$ cat config.mk
export PLATFORM = sky130hd
export DESIGN_NAME = pet_need_engine
export DESIGN_NICKNAME = d
export VERILOG_FILES = /design/src/rtl/pet_need_engine.sv
export SDC_FILE = /design/constraint.sdc
export NUM_CORES = 1
export LEC_CHECK = 0
export ABC_CLOCK_PERIOD_IN_PS = 10880
export BUFFER_PORTS_ARGS = -buffer_cell sky130_fd_sc_hd__buf_2
export CAP_MARGIN = 20
export CORE_MARGIN = 2
export CORE_UTILIZATION = 62
export DETAILED_ROUTE_END_ITERATION = 6
export GPL_TIMING_DRIVEN = 0
export PLACE_DENSITY = 0.78
export SLEW_MARGIN = 25
export SYNTH_ARGS = -nofsm -noshare
export SYNTH_HDL_FRONTEND = slang
export SYNTH_SLANG_ARGS = --single-unit
$ cat constraint.sdc
create_clock -name clk -period 10.88 [get_ports clk]
set_input_delay 1.632 -clock clk [delete_from_list [all_inputs] [get_ports clk]]
set_output_delay 1.632 -clock clk [all_outputs]
set_load 0.01 [all_outputs]
$ cat src/rtl/pet_need_engine.sv
// Tracks NUM_NEEDS decaying need levels, the shared health level, the face code and the test-mode tick speed-up.
// State settles one clk after its inputs; `changed` follows one clk later. Pulse inputs are always accepted (no backpressure).
module pet_need_engine #(
    parameter int NUM_NEEDS     = 5,
    parameter int LVL_W         = 4,
    parameter int LVL_MAX       = 9,
    parameter int CARE_STEP     = 2,
    parameter int TICK_DIV      = 50_000_000,
    parameter int TEST_SPEEDUP  = 60,
    parameter logic [NUM_NEEDS*16-1:0] DECAY_SEC = {16'd1800, 16'd600, 16'd1200, 16'd900, 16'd1500},
    parameter int HEAL_SEC      = 120,
    parameter int HEAL_MIN      = 5,
    parameter int SICK_TH       = 3,
    parameter int FACE_TICKS    = 1,
    parameter int TEST_HOLD_CYC = 250_000_000,
    localparam int SEL_W = (NUM_NEEDS > 1) ? $clog2(NUM_NEEDS) : 1
) (
    input  logic                       clk,
    input  logic                       reset,
    input  logic                       sel_next,
    input  logic                       care,
    input  logic [NUM_NEEDS-1:0]       auto_care,
    input  logic                       test_hold,
    output logic [SEL_W-1:0]           sel,
    output logic [NUM_NEEDS*LVL_W-1:0] levels,
    output logic [LVL_W-1:0]           health,
    output logic [2:0]                 face,
    output logic                       dead,
    output logic                       test_mode,
    output logic                       changed
);
    typedef enum logic [2:0] {
        F_NORMAL = 3'd0,
        F_HAPPY  = 3'd1,
        F_SAD    = 3'd2,
        F_SLEEPY = 3'd3,
        F_SICK   = 3'd4,
        F_DEAD   = 3'd5
    } face_t;

    localparam int REQ_W = $clog2(2*NUM_NEEDS + 1);
    localparam int HW    = ((LVL_W > REQ_W) ? LVL_W : REQ_W) + 1;
    localparam int OBS_W = SEL_W + NUM_NEEDS*LVL_W + LVL_W + 3;

    localparam logic [31:0]      TICK_LIM_N = 32'(TICK_DIV - 1);
    localparam logic [31:0]      TICK_LIM_T = 32'(TICK_DIV / TEST_SPEEDUP - 1);
    localparam logic [31:0]      HOLD_LIM   = 32'(TEST_HOLD_CYC - 1);
    localparam logic [15:0]      HEAL_LIM   = 16'(HEAL_SEC - 1);
    localparam logic [15:0]      FACE_LOAD  = 16'(FACE_TICKS);
    localparam logic [LVL_W-1:0] LMAX       = LVL_W'(LVL_MAX);
    localparam logic [LVL_W-1:0] LMIN_HEAL  = LVL_W'(HEAL_MIN);
    localparam logic [LVL_W-1:0] LONE       = LVL_W'(1);
    localparam logic [LVL_W:0]   CSTEP      = (LVL_W+1)'(CARE_STEP);
    localparam logic [SEL_W-1:0] SEL_LAST   = SEL_W'(NUM_NEEDS - 1);

    logic [31:0]      tick_cnt;
    logic [31:0]      hold_cnt;
    logic             hold_done;
    logic             test_mode_q;
    logic [15:0]      dcnt [NUM_NEEDS];
    logic [LVL_W-1:0] lvl  [NUM_NEEDS];
    logic [LVL_W-1:0] health_q;
    logic             dead_q;
    logic [SEL_W-1:0] sel_q;
    face_t            face_q;
    logic [15:0]      react_tmr;
    logic             react_sad;
    logic [15:0]      heal_cnt;
    logic [OBS_W-1:0] prev_obs;
    logic             changed_q;

    logic             tick;
    logic             toggle;
    logic [NUM_NEEDS-1:0] care_ev;
    logic [NUM_NEEDS-1:0] decay_ev;
    logic [NUM_NEEDS-1:0] over_req;
    logic [NUM_NEEDS-1:0] zero_req;
    logic [LVL_W:0]   care_sum [NUM_NEEDS];
    logic [LVL_W-1:0] lvl_care [NUM_NEEDS];
    logic [LVL_W-1:0] lvl_nxt  [NUM_NEEDS];
    logic [15:0]      dcnt_nxt [NUM_NEEDS];
    logic [REQ_W-1:0] req_sum;
    logic [HW-1:0]    h_wide;
    logic             heal_ev;
    logic             all_ok;
    logic             any_zero;
    logic [LVL_W-1:0] health_nxt;
    logic             dead_nxt;
    logic [15:0]      tmr_nxt;
    logic             sad_nxt;
    face_t            face_nxt;
    logic [OBS_W-1:0] obs;

    always_comb begin
        tick   = (tick_cnt >= (test_mode_q ? TICK_LIM_T : TICK_LIM_N));
        toggle = test_hold && !hold_done && (hold_cnt == HOLD_LIM);

        // Care lands before decay so an overcared full need still decays this cycle.
        for (int i = 0; i < NUM_NEEDS; i++) begin
            care_ev[i]  = !dead_q && (auto_care[i] || (care && (sel_q == SEL_W'(i))));
            decay_ev[i] = tick && (dcnt[i] == (DECAY_SEC[i*16 +: 16] - 16'd1));
            dcnt_nxt[i] = !tick ? dcnt[i] : (decay_ev[i] ? 16'd0 : dcnt[i] + 16'd1);
            over_req[i] = care_ev[i] && (lvl[i] == LMAX);
            care_sum[i] = {1'b0, lvl[i]} + CSTEP;
            lvl_care[i] = lvl[i];
            if (care_ev[i] && !over_req[i])
                lvl_care[i] = (care_sum[i] > {1'b0, LMAX}) ? LMAX : care_sum[i][LVL_W-1:0];
            zero_req[i] = decay_ev[i] && (lvl_care[i] == '0);
            lvl_nxt[i]  = (decay_ev[i] && (lvl_care[i] != '0)) ? lvl_care[i] - LONE : lvl_care[i];
        end

        req_sum  = '0;
        all_ok   = 1'b1;
        any_zero = 1'b0;
        for (int i = 0; i < NUM_NEEDS; i++) begin
            req_sum = req_sum + REQ_W'(over_req[i]) + REQ_W'(zero_req[i]);
            if (lvl_nxt[i] < LMIN_HEAL)
                all_ok = 1'b0;
            if (lvl_nxt[i] == '0)
                any_zero = 1'b1;
        end

        h_wide = HW'(health_q);
        if (HW'(req_sum) >= h_wide)
            h_wide = '0;
        else
            h_wide = h_wide - HW'(req_sum);
        heal_ev = tick && (heal_cnt == HEAL_LIM);
        if (heal_ev && all_ok && (h_wide < HW'(LVL_MAX)))
            h_wide = h_wide + HW'(1);
        health_nxt = h_wide[LVL_W-1:0];
        dead_nxt   = dead_q || (health_nxt == '0);

        tmr_nxt = react_tmr;
        sad_nxt = react_sad;
        if (|care_ev) begin
            tmr_nxt = FACE_LOAD;
            sad_nxt = |over_req;
        end else if (tick && (react_tmr != '0)) begin
            tmr_nxt = react_tmr - 16'd1;
        end

        if (dead_nxt)
            face_nxt = F_DEAD;
        else if (health_nxt <= LVL_W'(SICK_TH))
            face_nxt = F_SICK;
        else if (tmr_nxt != '0)
            face_nxt = sad_nxt ? F_SAD : F_HAPPY;
        else if (any_zero)
            face_nxt = F_SLEEPY;
        else
            face_nxt = F_NORMAL;

        levels = '0;
        for (int i = 0; i < NUM_NEEDS; i++)
            levels[i*LVL_W +: LVL_W] = lvl[i];
    end

    assign sel       = sel_q;
    assign health    = health_q;
    assign face      = face_q;
    assign dead      = dead_q;
    assign test_mode = test_mode_q;
    assign changed   = changed_q;
    assign obs       = {sel_q, levels, health_q, face_q};

    always_ff @(posedge clk or negedge reset) begin
        if (!reset) begin
            tick_cnt    <= '0;
            hold_cnt    <= '0;
            hold_done   <= 1'b0;
            test_mode_q <= 1'b0;
            for (int i = 0; i < NUM_NEEDS; i++) begin
                dcnt[i] <= '0;
                lvl[i]  <= LMAX;
            end
            health_q  <= LMAX;
            dead_q    <= 1'b0;
            sel_q     <= '0;
            face_q    <= F_NORMAL;
            react_tmr <= '0;
            react_sad <= 1'b0;
            heal_cnt  <= '0;
            prev_obs  <= {{SEL_W{1'b0}}, {NUM_NEEDS{LMAX}}, LMAX, F_NORMAL};
            changed_q <= 1'b0;
        end else begin
            tick_cnt <= (toggle || tick) ? '0 : tick_cnt + 32'd1;

            // One toggle per press; the button must be released before it can fire again.
            if (!test_hold) begin
                hold_cnt  <= '0;
                hold_done <= 1'b0;
            end else if (!hold_done) begin
                if (toggle) begin
                    hold_done   <= 1'b1;
                    test_mode_q <= !test_mode_q;
                end else begin
                    hold_cnt <= hold_cnt + 32'd1;
                end
            end

            if (!dead_q) begin
                if (sel_next)
                    sel_q <= (sel_q == SEL_LAST) ? '0 : sel_q + SEL_W'(1);
                for (int i = 0; i < NUM_NEEDS; i++) begin
                    dcnt[i] <= dcnt_nxt[i];
                    lvl[i]  <= lvl_nxt[i];
                end
                if (tick)
                    heal_cnt <= heal_ev ? 16'd0 : heal_cnt + 16'd1;
                health_q  <= health_nxt;
                dead_q    <= dead_nxt;
                face_q    <= face_nxt;
                react_tmr <= tmr_nxt;
                react_sad <= sad_nxt;
            end

            prev_obs  <= obs;
            changed_q <= (obs != prev_obs);
        end
    end
endmodule
==> impl_metrics.py, run 1 <==
metrics = {
    "yosys": {
        "synth.top_cells.by_area": "dfrtp_1 (40%), xnor2_1 (6.1%), dfstp_2 (4.6%)",
        "synth.top_cell.area_share_pct": 39.5,
        "synth_area_leader_cell": "dfrtp_1",
        "synth_top_family_by_area": "simple AND/OR/NAND/NOR gates",
        "synth.ff_latch_count": 241,
        "synth_fa_ha_area_share_pct": 5.48,
        "synth-edff-count": 0,
        "yosysWarnings": 0,
        "synth-compound-area-share_pct": 10.7,
        "yosysMostFrequentCell": "dfrtp_1",
        "synth_xor_area_share_pct": 10.6,
        "seq_area_frac_synth_pct": 44.1,
        "synthTopCellsByCount": "dfrtp_1 (217), nand2_1 (156), nor2_1 (147), xnor2_1 (95), nand3_1 (85)",
        "yosys.cell_types.count": 84,
        "avgSynthCellArea_um2": 9.36,
        "synthArstFlopShare_pct": 100,
        "muxShareOfSynthArea_pct": 2.41,
        "synth_cells": 1467,
        "synth_area_um2": 13700,
        "ys.flop_type": "dfrtp_1",
        "synth-simple-area-share_pct": 23.8,
    },
    "timing": {
        "max_freq_mhz": 106,
        "hold_viol": 0,
        "min_period_over_period_pct": 86.8,
        "fin_ws_ns": 1.44,
        "max_slew_margin_pct": 33.5,
        "worst_hold_slack_ns": 0.370,
        "tightest_slew_ns": 0.988,
        "rsz0062_at_grt": "false",
        "clock_skew_ns": 0.0255,
        "post-route-min-period_ns": 9.44,
        "setup_tns_ns": 0,
        "slew_viol_final": 0,
        "finalSetupViolCount": 0,
    },
    "routing": {
        "dr.first_iter.drc_count": 909,
        "drc_errors": 0,
        "drt_first_pass_iters": 7,
        "drt-total-wl_um": 31700,
        "postRouteAntennaNets": 0,
        "wire_per_inst_um": 17.2,
        "routed_via_density": 6.08,
        "via_count": 11215,
    },
    "cts": {
        "clock-sinks": 241,
        "cts_max_path_buffers": 3,
        "htree_levels": 1,
        "cts_tree": "built",
        "postCtsHoldBufs": 0,
        "cts_setup_buffers": 0,
        "cts_buffers": 27,
        "cts_resized": 0,
        "clock_latency_ns": 0.54,
        "clk_pin_slew_worst_paths_ns": 0.07,
        "cts_root_buf": "clkbuf_16",
    },
    "floorplanning": {
        "dieArea_um2": 23400,
        "core-area_um2": 21800,
        "die_x_um": 153,
        "row_count": 54,
        "die_y_um": 153,
        "start_util_pct": 63.1,
        "ios": 43,
    },
    "outcome": {
        "status": "completed",
    },
    "worst_hold_path": {
        "hp-class": "reg -> reg",
    },
    "critical_path": {
        "path_class": "reg -> reg",
        "crit_slowest_cell": "dfrtp_1",
        "cp-end-kind": "register",
        "worstSetupStartpointType": "register",
        "critPathArrivalTime_ns": 9.89,
        "slowest_delay_ns": 0.66,
        "cp_max_fo": 12,
        "cp.required_ns": 11.33,
        "crit_path_frequent_cell": "inv_1",
    },
    "layout": {
        "drive_gt1_share_pct": 10.0,
        "num_antenna_cells": 0,
        "syn_to_final_growth_pct": 11.6,
        "layout.nets": 1610,
    },
    "grt": {
        "grt_pass1_vias": 11186,
        "grt_pass1_wl_um": 54000,
        "track_usage_pct": 27.4,
        "antenna_found_initial": 0,
        "grt_start_max_net_pins": 90,
        "grt_overflow": 0,
    },
    "pwr": {
        "power_leakage_nw": 6.68,
        "power.density_nw_per_um2": 126,
        "total_power_w": 0.00194,
        "irDropWorstVdd_v": 0.000111,
    },
    "placed_design": {
        "place_ws_ns": 1.53,
        "numPortBuffers": 42,
        "dpl.hpwl_um": 22500,
        "gp_congestion": 0.955,
    },
    "run": {
        "maxCapViolCount": 0,
    },
}
-- kinds of logic after synthesis --
family	count (synthesis)
flip-flops	241
other	1
adder cells (fa/ha/maj)	56
AND/OR/NAND/NOR	643
XOR/XNOR	167
AO/OA/AOI/OAI	227
multiplexers	31
buffers and inverters	101
-- registers in the layout, indices dropped and copies added, names as in the netlist --
name,cells
heal_cnt,16
react_tmr,16
hold_done,1
health,4
levels,20
face,3
sel,3
tick_cnt,32
changed,1
hold_cnt,32
dcnt,80
test_mode,1
react_sad,1
prev_obs,30
dead,1
-- stage by stage --
step / area, um2 / utilization, % / cells
after floorplan: 13700 / - / 1471
after global placement: 14300 / 65.8 / 1793
after detailed placement: 14400 / 66.1 / 1795
after CTS: 15300 / 70.5 / 1845
after global routing: 15300 / 70.5 / 1845
final: 15300 / 70.5 / 1845
-- critical path: cells and delay by family (launching register included) --
| kind | cells | cell delay [ns] |
|---|---|---|
| adders and majority gates | 8 | 3.05 |
| and+or+nand+nor | 11 | 2.38 |
| AOI/OAI and AO/OA | 7 | 1.98 |
| buffers and inverters | 6 | 0.93 |
| DFF | 1 | 0.66 |
| muxes | 1 | 0.36 |
-- path summary, 6_finish.rpt --
kind / to / startpoint / slack, ns / cells after the start
setup / recovery: face[0] / test_mode / 1.44 / 33
hold / removal: prev_obs[18] / levels[11] / 0.37 / 0
setup reg to reg: face[0] / test_mode / 1.44 / 33
hold reg to reg: prev_obs[18] / levels[11] / 0.37 / 0
max in group asynchronous: dcnt[72] / reset / 8.57 / 3
min in group asynchronous: tick_cnt[21] / reset / 1.03 / 1
-- power by group --
group	internal (W)	leakage, nW	switching [W]
Sequential	0.000903	3.13	0.00000518
Combinational	0.0000183	3.08	0.0000435
Clock	0.000598	0.480	0.000370
-- layout by cell type (no fill, tap or decap), types with 18 or more instances in the layout --
master and count:
dfrtp_1 217, nand2_1 156, nor2_1 147, xnor2_1 95, nand3_1 85, o21ai_0 82
xor2_1 72, inv_1 55, a21oi_1 53, ha_1 49, nand4_1 48, clkbuf_1 43
buf_2 42, nor3_1 32, and3_1 28, clkbuf_16 27, dfstp_2 24, nor4_1 23
or3_1 19, nor2b_1 18, mux2i_1 18
-- layout make-up --
| type | count | area [um2] |
|---|---|---|
| Fill cell | 1639 | 6420 |
| Clock inverter | 13 | 173 |
| Inverter | 56 | 210 |
| Tap cell | 280 | 350 |
| Clock buffer | 37 | 783 |
| Multi-Input combinational cell | 1129 | 7310 |
| Timing Repair Buffer | 44 | 275 |
| Sequential cell | 241 | 6060 |
| Buffer | 45 | 170 |
-- per-layer routing --
layer  share of wire, %  wire length (um)  global-route usage, %
met5                  0                 0                      0
met3                5.0              1580                   3.88
met1                 45             14200                   37.5
met2                 48             15200                   45.7
met4                2.5               806                   8.38
Power figures use the tool's default switching activity.
==> inputs of run 2 (changes only) <==
--- a/config.mk
+++ b/config.mk
@@ -7,7 +7,7 @@
 export LEC_CHECK = 0
 export ABC_CLOCK_PERIOD_IN_PS = 10880
 export BUFFER_PORTS_ARGS = -buffer_cell sky130_fd_sc_hd__buf_2
-export CAP_MARGIN = 20
+export CORE_ASPECT_RATIO = 1.5
 export CORE_MARGIN = 2
 export CORE_UTILIZATION = 62
 export DETAILED_ROUTE_END_ITERATION = 6
==> constraint.sdc (replaced) <==
create_clock -name clk -period 10.88 [get_ports clk]
set_input_delay 0 -clock clk [delete_from_list [all_inputs] [get_ports clk]]
set_output_delay 0 -clock clk [all_outputs]
set_load 0.01 [all_outputs]
==> run 2 against run 1 <==
  * Clock skew decreased by 0.016 ns
  * Setup slack worse by 0.12 ns
  * Sequential power barely moved
  * Sequential share of layout area is 0.29 points higher
  * First-iteration DRC count is 15% lower
  * Register-to-register slack worse by 0.12 ns
  * Fmax shrank 1.3%
  * Critical path depth unchanged
  * Non-clock buffer count rose by 3
  * Utilization is 0.39 points lower
  * Critical endpoint unchanged
  * Largest power group is now registers
==> impl_metrics.py, run 2 (synthesized netlist as in run 1, its figures left out) <==
metrics = {
    "layout": {
        "largest_reg_flops": 80,
        "fin_util_pct": 70.1,
        "top_register": "dcnt",
        "layout_commonest_cell": "dfrtp_1",
        "num_antenna_cells": 0,
        "biggestRegsByFlops": "dcnt x80, hold_cnt x32, tick_cnt x32",
        "fin_cells": 1834,
        "fillCellCount": 1716,
        "drive_gt1_share_pct": 9.67,
        "layout_common_cells": "dfrtp_1 (217), nand2_1 (156), nor2_1 (147)",
        "layout.nets": 1610,
        "fin_area_um2": 15200,
        "multi_input_area_um2": 7310,
        "syn_to_final_growth_pct": 10.8,
        "ff_latch_area_um2": 6060,
    },
    "grt": {
        "grt_overflow": 0,
        "grt_start_max_net_pins": 95,
        "antenna_found_initial": 0,
        "grt_pass1_vias": 11094,
        "track_usage_pct": 27.5,
        "grt_pass1_wl_um": 53200,
    },
    "run": {
        "maxCapViolCount": 0,
    },
    "timing": {
        "max_freq_mhz": 105,
        "min_period_over_period_pct": 87.9,
        "slew_viol_final": 0,
        "clock_skew_ns": 0.00981,
        "tightest_slew_ns": 1.05,
        "hold_viol": 0,
        "post-route-min-period_ns": 9.56,
        "max_slew_margin_pct": 29.1,
        "rsz0062_at_grt": "false",
        "setup_tns_ns": 0,
        "finalSetupViolCount": 0,
    },
    "floorplanning": {
        "start_util_pct": 63.2,
        "row_count": 66,
        "ios": 43,
        "core-area_um2": 21700,
        "die_x_um": 126,
        "die_y_um": 186,
        "dieArea_um2": 23400,
    },
    "critical_path": {
        "worstSetupStartpointType": "register",
        "cp_max_fo": 12,
        "path_class": "reg -> reg",
        "critPathArrivalTime_ns": 9.99,
        "r2r-start": "test_mode",
        "crit_path_frequent_cell": "inv_1",
        "cp-end-kind": "register",
        "crit_slowest_cell": "dfrtp_1",
        "cp.required_ns": 11.30,
        "setup.worst_path.start": "test_mode",
        "slowest_delay_ns": 0.64,
    },
    "pwr": {
        "power.density_nw_per_um2": 120,
        "power_leakage_nw": 6.63,
        "total_power_w": 0.00183,
        "irDropWorstVdd_v": 0.000125,
    },
    "routing": {
        "drt-total-wl_um": 32200,
        "drc_errors": 0,
        "routed_via_density": 6.09,
        "dr.first_iter.drc_count": 777,
        "wire_per_inst_um": 17.5,
        "drt_first_pass_iters": 5,
        "via_count": 11174,
        "postRouteAntennaNets": 0,
    },
    "cts": {
        "clock-sinks": 241,
        "clk_pin_slew_worst_paths_ns": 0.06,
        "cts_root_buf": "clkbuf_16",
        "clock_latency_ns": 0.52,
        "cts_max_path_buffers": 3,
        "htree_levels": 1,
        "cts_buffers": 24,
        "cts_tree": "built",
        "cts_setup_buffers": 0,
    },
    "placed_design": {
        "numPortBuffers": 42,
        "dp_cells": 1787,
        "gp_congestion": 0.973,
        "dpl.hpwl_um": 23200,
        "placed_cell_area_um2": 14400,
    },
    "outcome": {
        "status": "completed",
    },
    "worst_hold_path": {
        "hp-class": "in -> async",
    },
}
## run 2: cell count changes in the layout (fill, tap and decap cells not counted), sizes merged
cell         before  now
bufinv            4    2
clkbuf           77   75
inv              57   55
dlygate4sd3       0    3
## run 2: per-layer routing
layer	vias up	GRT usage, %	wire length [um]	part of all wire [%]
met4	0	13.1	1470	4.6
met3	93	3.00	1180	3.7
met2	267	50.1	16400	51
met1	5470	32.7	13100	41
li1	5344	-	-	-
met5	-	0	0	0
## run 2: per-stage QoR
step                      hold slack, ns  setup WS [ns]
after floorplan                   -0.296           3.04
after global placement             0.336           1.43
after detailed placement         -0.0112           1.39
after CTS                         0.0413           1.34
after global routing              0.0722          0.713
final                             0.0212           1.32
## run 2: layout make-up
cell class              count  area share (%)
clock buffers              35            4.75
well taps                 272            2.24
inverters                  56            1.38
multi-input cells        1129            48.1
clock inverters             9           0.625
flip-flops and latches    241            39.8
repair buffers             47            2.01
plain buffers              45            1.12
## run 2: power breakdown
group | switching (W) | internal [W] | total (W)
clock network | 0.000348 | 0.000508 | 0.000856
registers | 0.00000548 | 0.000903 | 0.000908
logic | 0.0000440 | 0.0000190 | 0.0000630
## run 2: critical path, delay by kind of cell (launching register included)
kind / cells / cell delay (ns)
buffers and inverters: 6 / 1.03
adder cells (fa/ha/maj): 8 / 3.03
flip-flops: 1 / 0.64
multiplexers: 1 / 0.36
AND/OR/NAND/NOR: 11 / 2.37
AO/OA/AOI/OAI: 7 / 2.04
## run 2: what timing repair did
action	in CTS	in global routing
hold buffers	3	0
endpoints found under the hold margin	147	0
resized for setup	0	0
## run 2: worst paths after layout
kind,endpoint,slack [ns],depth (start not counted)
setup / recovery,face[0],1.32,33
hold / removal,prev_obs[0],0.02,2
setup reg to reg,face[0],1.32,33
hold reg to reg,prev_obs[19],0.37,0
max in group asynchronous,tick_cnt[31],9.63,4
min in group clk,levels[0],0.22,6
==> inputs of run 3 (changes only) <==
==> config.mk (replaced) <==
export PLATFORM = sky130hd
export DESIGN_NAME = pet_need_engine
export DESIGN_NICKNAME = d
export VERILOG_FILES = /design/src/rtl/pet_need_engine.sv
export SDC_FILE = /design/constraint.sdc
export NUM_CORES = 1
export LEC_CHECK = 0
export ABC_AREA = 1
export ABC_CLOCK_PERIOD_IN_PS = 12350
export BUFFER_PORTS_ARGS = -buffer_cell sky130_fd_sc_hd__buf_2
export CORE_ASPECT_RATIO = 1.5
export CORE_MARGIN = 2
export CORE_UTILIZATION = 62
export DETAILED_ROUTE_END_ITERATION = 6
export GPL_TIMING_DRIVEN = 0
export PLACE_DENSITY = 0.77
export SYNTH_ARGS = -nofsm -noshare
export SYNTH_HDL_FRONTEND = slang
export SYNTH_SLANG_ARGS = --single-unit
==> constraint.sdc (replaced) <==
create_clock -name clk -period 12.35 [get_ports clk]
set_input_delay 0 -clock clk [delete_from_list [all_inputs] [get_ports clk]]
set_output_delay 0 -clock clk [all_outputs]
set_load 0.01 [all_outputs]
==> run 3 against run 2 <==
  * Via count increased by 20%
  * Utilization decreased by 0.51 points
  * Setup slack improved by 3.0 ns
  * Combinational power decreased by 51%
  * Total power decreased by 14%
  * Sequential cell count unchanged
  * Synthesized cell count increased by 36%
  * Largest power group unchanged
==> impl_metrics.py, run 3 <==
metrics = {
    "outcome": {
        "status": "completed",
    },
    "timing": {
        "rsz0062_at_grt": "false",
        "min_period_over_period_pct": 64.7,
        "slew_viol_final": 0,
        "setup_tns_ns": 0,
        "finalSetupViolCount": 0,
        "worst_hold_slack_ns": 0.0186,
        "tightest_slew_ns": 0.974,
        "post-route-min-period_ns": 7.99,
        "hold_viol": 0,
        "max_slew_margin_pct": 34.5,
        "clock_skew_ns": 0.00915,
        "max_freq_mhz": 125,
    },
    "pwr": {
        "power_leakage_nw": 7.73,
        "power.density_nw_per_um2": 95.6,
        "irDropWorstVdd_v": 0.000123,
    },
    "cts": {
        "cts_tree": "built",
        "cts_max_path_buffers": 3,
        "htree_levels": 1,
        "cts_buffers": 25,
        "cts_resized": 0,
        "clk_pin_slew_worst_paths_ns": 0.06,
        "cts_root_buf": "clkbuf_16",
        "clock_latency_ns": 0.53,
        "clock-sinks": 241,
    },
    "routing": {
        "routed_via_density": 5.57,
        "wire_per_inst_um": 15.4,
        "postRouteAntennaNets": 0,
        "via_count": 13392,
        "drt-total-wl_um": 37000,
        "dr.first_iter.drc_count": 699,
        "drc_errors": 0,
        "drt_first_pass_iters": 5,
    },
    "grt": {
        "grt_overflow": 0,
        "track_usage_pct": 29.6,
        "grt_pass1_vias": 13442,
        "grt_start_max_net_pins": 98,
        "antenna_found_initial": 0,
        "grt_pass1_wl_um": 61300,
    },
    "placed_design": {
        "numPortBuffers": 42,
        "dpl.hpwl_um": 28000,
        "dp_cells": 2356,
        "gp_congestion": 0.889,
    },
    "critical_path": {
        "cp.required_ns": 12.80,
        "path_class": "reg -> reg",
        "crit_slowest_cell": "dfrtp_1",
        "critPathArrivalTime_ns": 8.44,
        "slowest_delay_ns": 0.69,
        "r2r_cells": 42,
        "cp-end-kind": "register",
        "worstSetupStartpointType": "register",
        "crit_path_frequent_cell": "nand2_1",
        "cp_max_fo": 13,
    },
    "layout": {
        "layout_commonest_cell": "nand2_1",
        "layout.nets": 2133,
        "layout_common_cells": "nand2_1 (413), inv_1 (297), dfrtp_1 (217)",
        "largest_reg_flops": 80,
        "biggestRegsByFlops": "dcnt x80, hold_cnt x32, tick_cnt x32",
        "fin_cells": 2404,
        "drive_gt1_share_pct": 10.1,
        "syn_to_final_growth_pct": 10.3,
        "top_register": "dcnt",
        "num_antenna_cells": 0,
    },
    "floorplanning": {
        "die_y_um": 194,
        "start_util_pct": 63.1,
        "row_count": 69,
        "dieArea_um2": 25400,
        "core-area_um2": 23700,
        "die_x_um": 131,
        "ios": 43,
    },
    "worst_hold_path": {
        "hp-class": "in -> async",
    },
    "yosys": {
        "synth.ff_latch_count": 241,
        "synth_area_um2": 15000,
        "synthTopCellsByCount": "nand2_1 (413), inv_1 (297), dfrtp_1 (217), nor2_1 (206), nand3_1 (132)",
        "yosys.cell_types.count": 61,
        "seq_area_frac_synth_pct": 40.5,
        "yosysMostFrequentCell": "nand2_1",
        "yosysWarnings": 0,
        "synth-edff-count": 0,
        "ys.flop_type": "dfrtp_1",
        "synthArstFlopShare_pct": 100,
        "synth_cells": 1989,
        "synth_area_leader_cell": "dfrtp_1",
        "synth.top_cells.by_area": "dfrtp_1 (36%), nand2_1 (10%), inv_1 (7.4%)",
        "synth.top_cell.area_share_pct": 36.2,
        "avgSynthCellArea_um2": 7.53,
    },
    "run": {
        "maxCapViolCount": 0,
    },
}
## run 3: cell type report
cell class	count	area, um2
Inverter	312	1170
Timing Repair Buffer	47	305
Clock buffer	38	754
Buffer	34	185
Sequential cell	241	6060
Fill cell	1974	7220
Clock inverter	7	62.6
Multi-Input combinational cell	1406	7580
Tap cell	319	399
## run 3: worst paths after layout
path	start	endpoint	slack [ns]
setup / recovery	test_mode	face[0]	4.36
hold / removal	reset	prev_obs[25]	0.02
setup reg to reg	test_mode	face[0]	4.36
hold reg to reg	levels[15]	prev_obs[22]	0.37
max in group asynchronous	reset	prev_obs[11]	11.07
min in group clk	auto_care[0]	react_tmr[10]	0.15
## run 3: report_power, final
group	leakage [nW]	internal, W	switching, W
sequential	3.01	0.000792	0.000000770
combinational	4.31	0.00000700	0.0000241
clock	0.405	0.000440	0.000316
## run 3: routing by layer
layer,global-route usage (%),part of all wire (%)
met2,55.3,53
met1,31.7,38
met3,3.33,3.3
met4,15.8,6.1
met5,0,0
## run 3: stage by stage
stage | power (W) | utilization (%) | instance area, um2 | setup slack (ns)
floorplan | 0.000815 | - | 15000 | 5.85
finish | 0.00158 | 69.6 | 16500 | 4.36
global placement | 0.000835 | 65.7 | 15600 | 4.55
detailed placement | 0.000838 | 66.0 | 15700 | 4.43
CTS | 0.00159 | 69.6 | 16500 | 4.34
global route | 0.00163 | 69.6 | 16500 | 3.75
## run 3: kinds of logic (layout without fill, tap and decap cells)
group | Yosys count | count (layout) | synth area share, %
other | 1 | 5 | 0.0250
xor gates and xnor gates | 86 | 86 | 5.03
and+or+nand+nor | 1015 | 1015 | 31.4
adders and majority gates | 56 | 56 | 5.03
buffers and inverters | 346 | 438 | 9.07
AOI/OAI and AO/OA | 244 | 244 | 8.96
DFF | 241 | 241 | 40.5
## run 3: critical path, delay by kind of cell (launching register included)
family          cells  cell delay, ns
simple gates       22            2.26
xor+xnor            1            0.18
fa+ha+maj           7            2.71
flops               1            0.69
buf+inv             9            1.44
compound gates      3            0.64
## run 3: timing repair
item	4_1_cts	5_1_grt
hold buffers	3	0
setup buffers	0	0
hold endpoints to repair	148	0
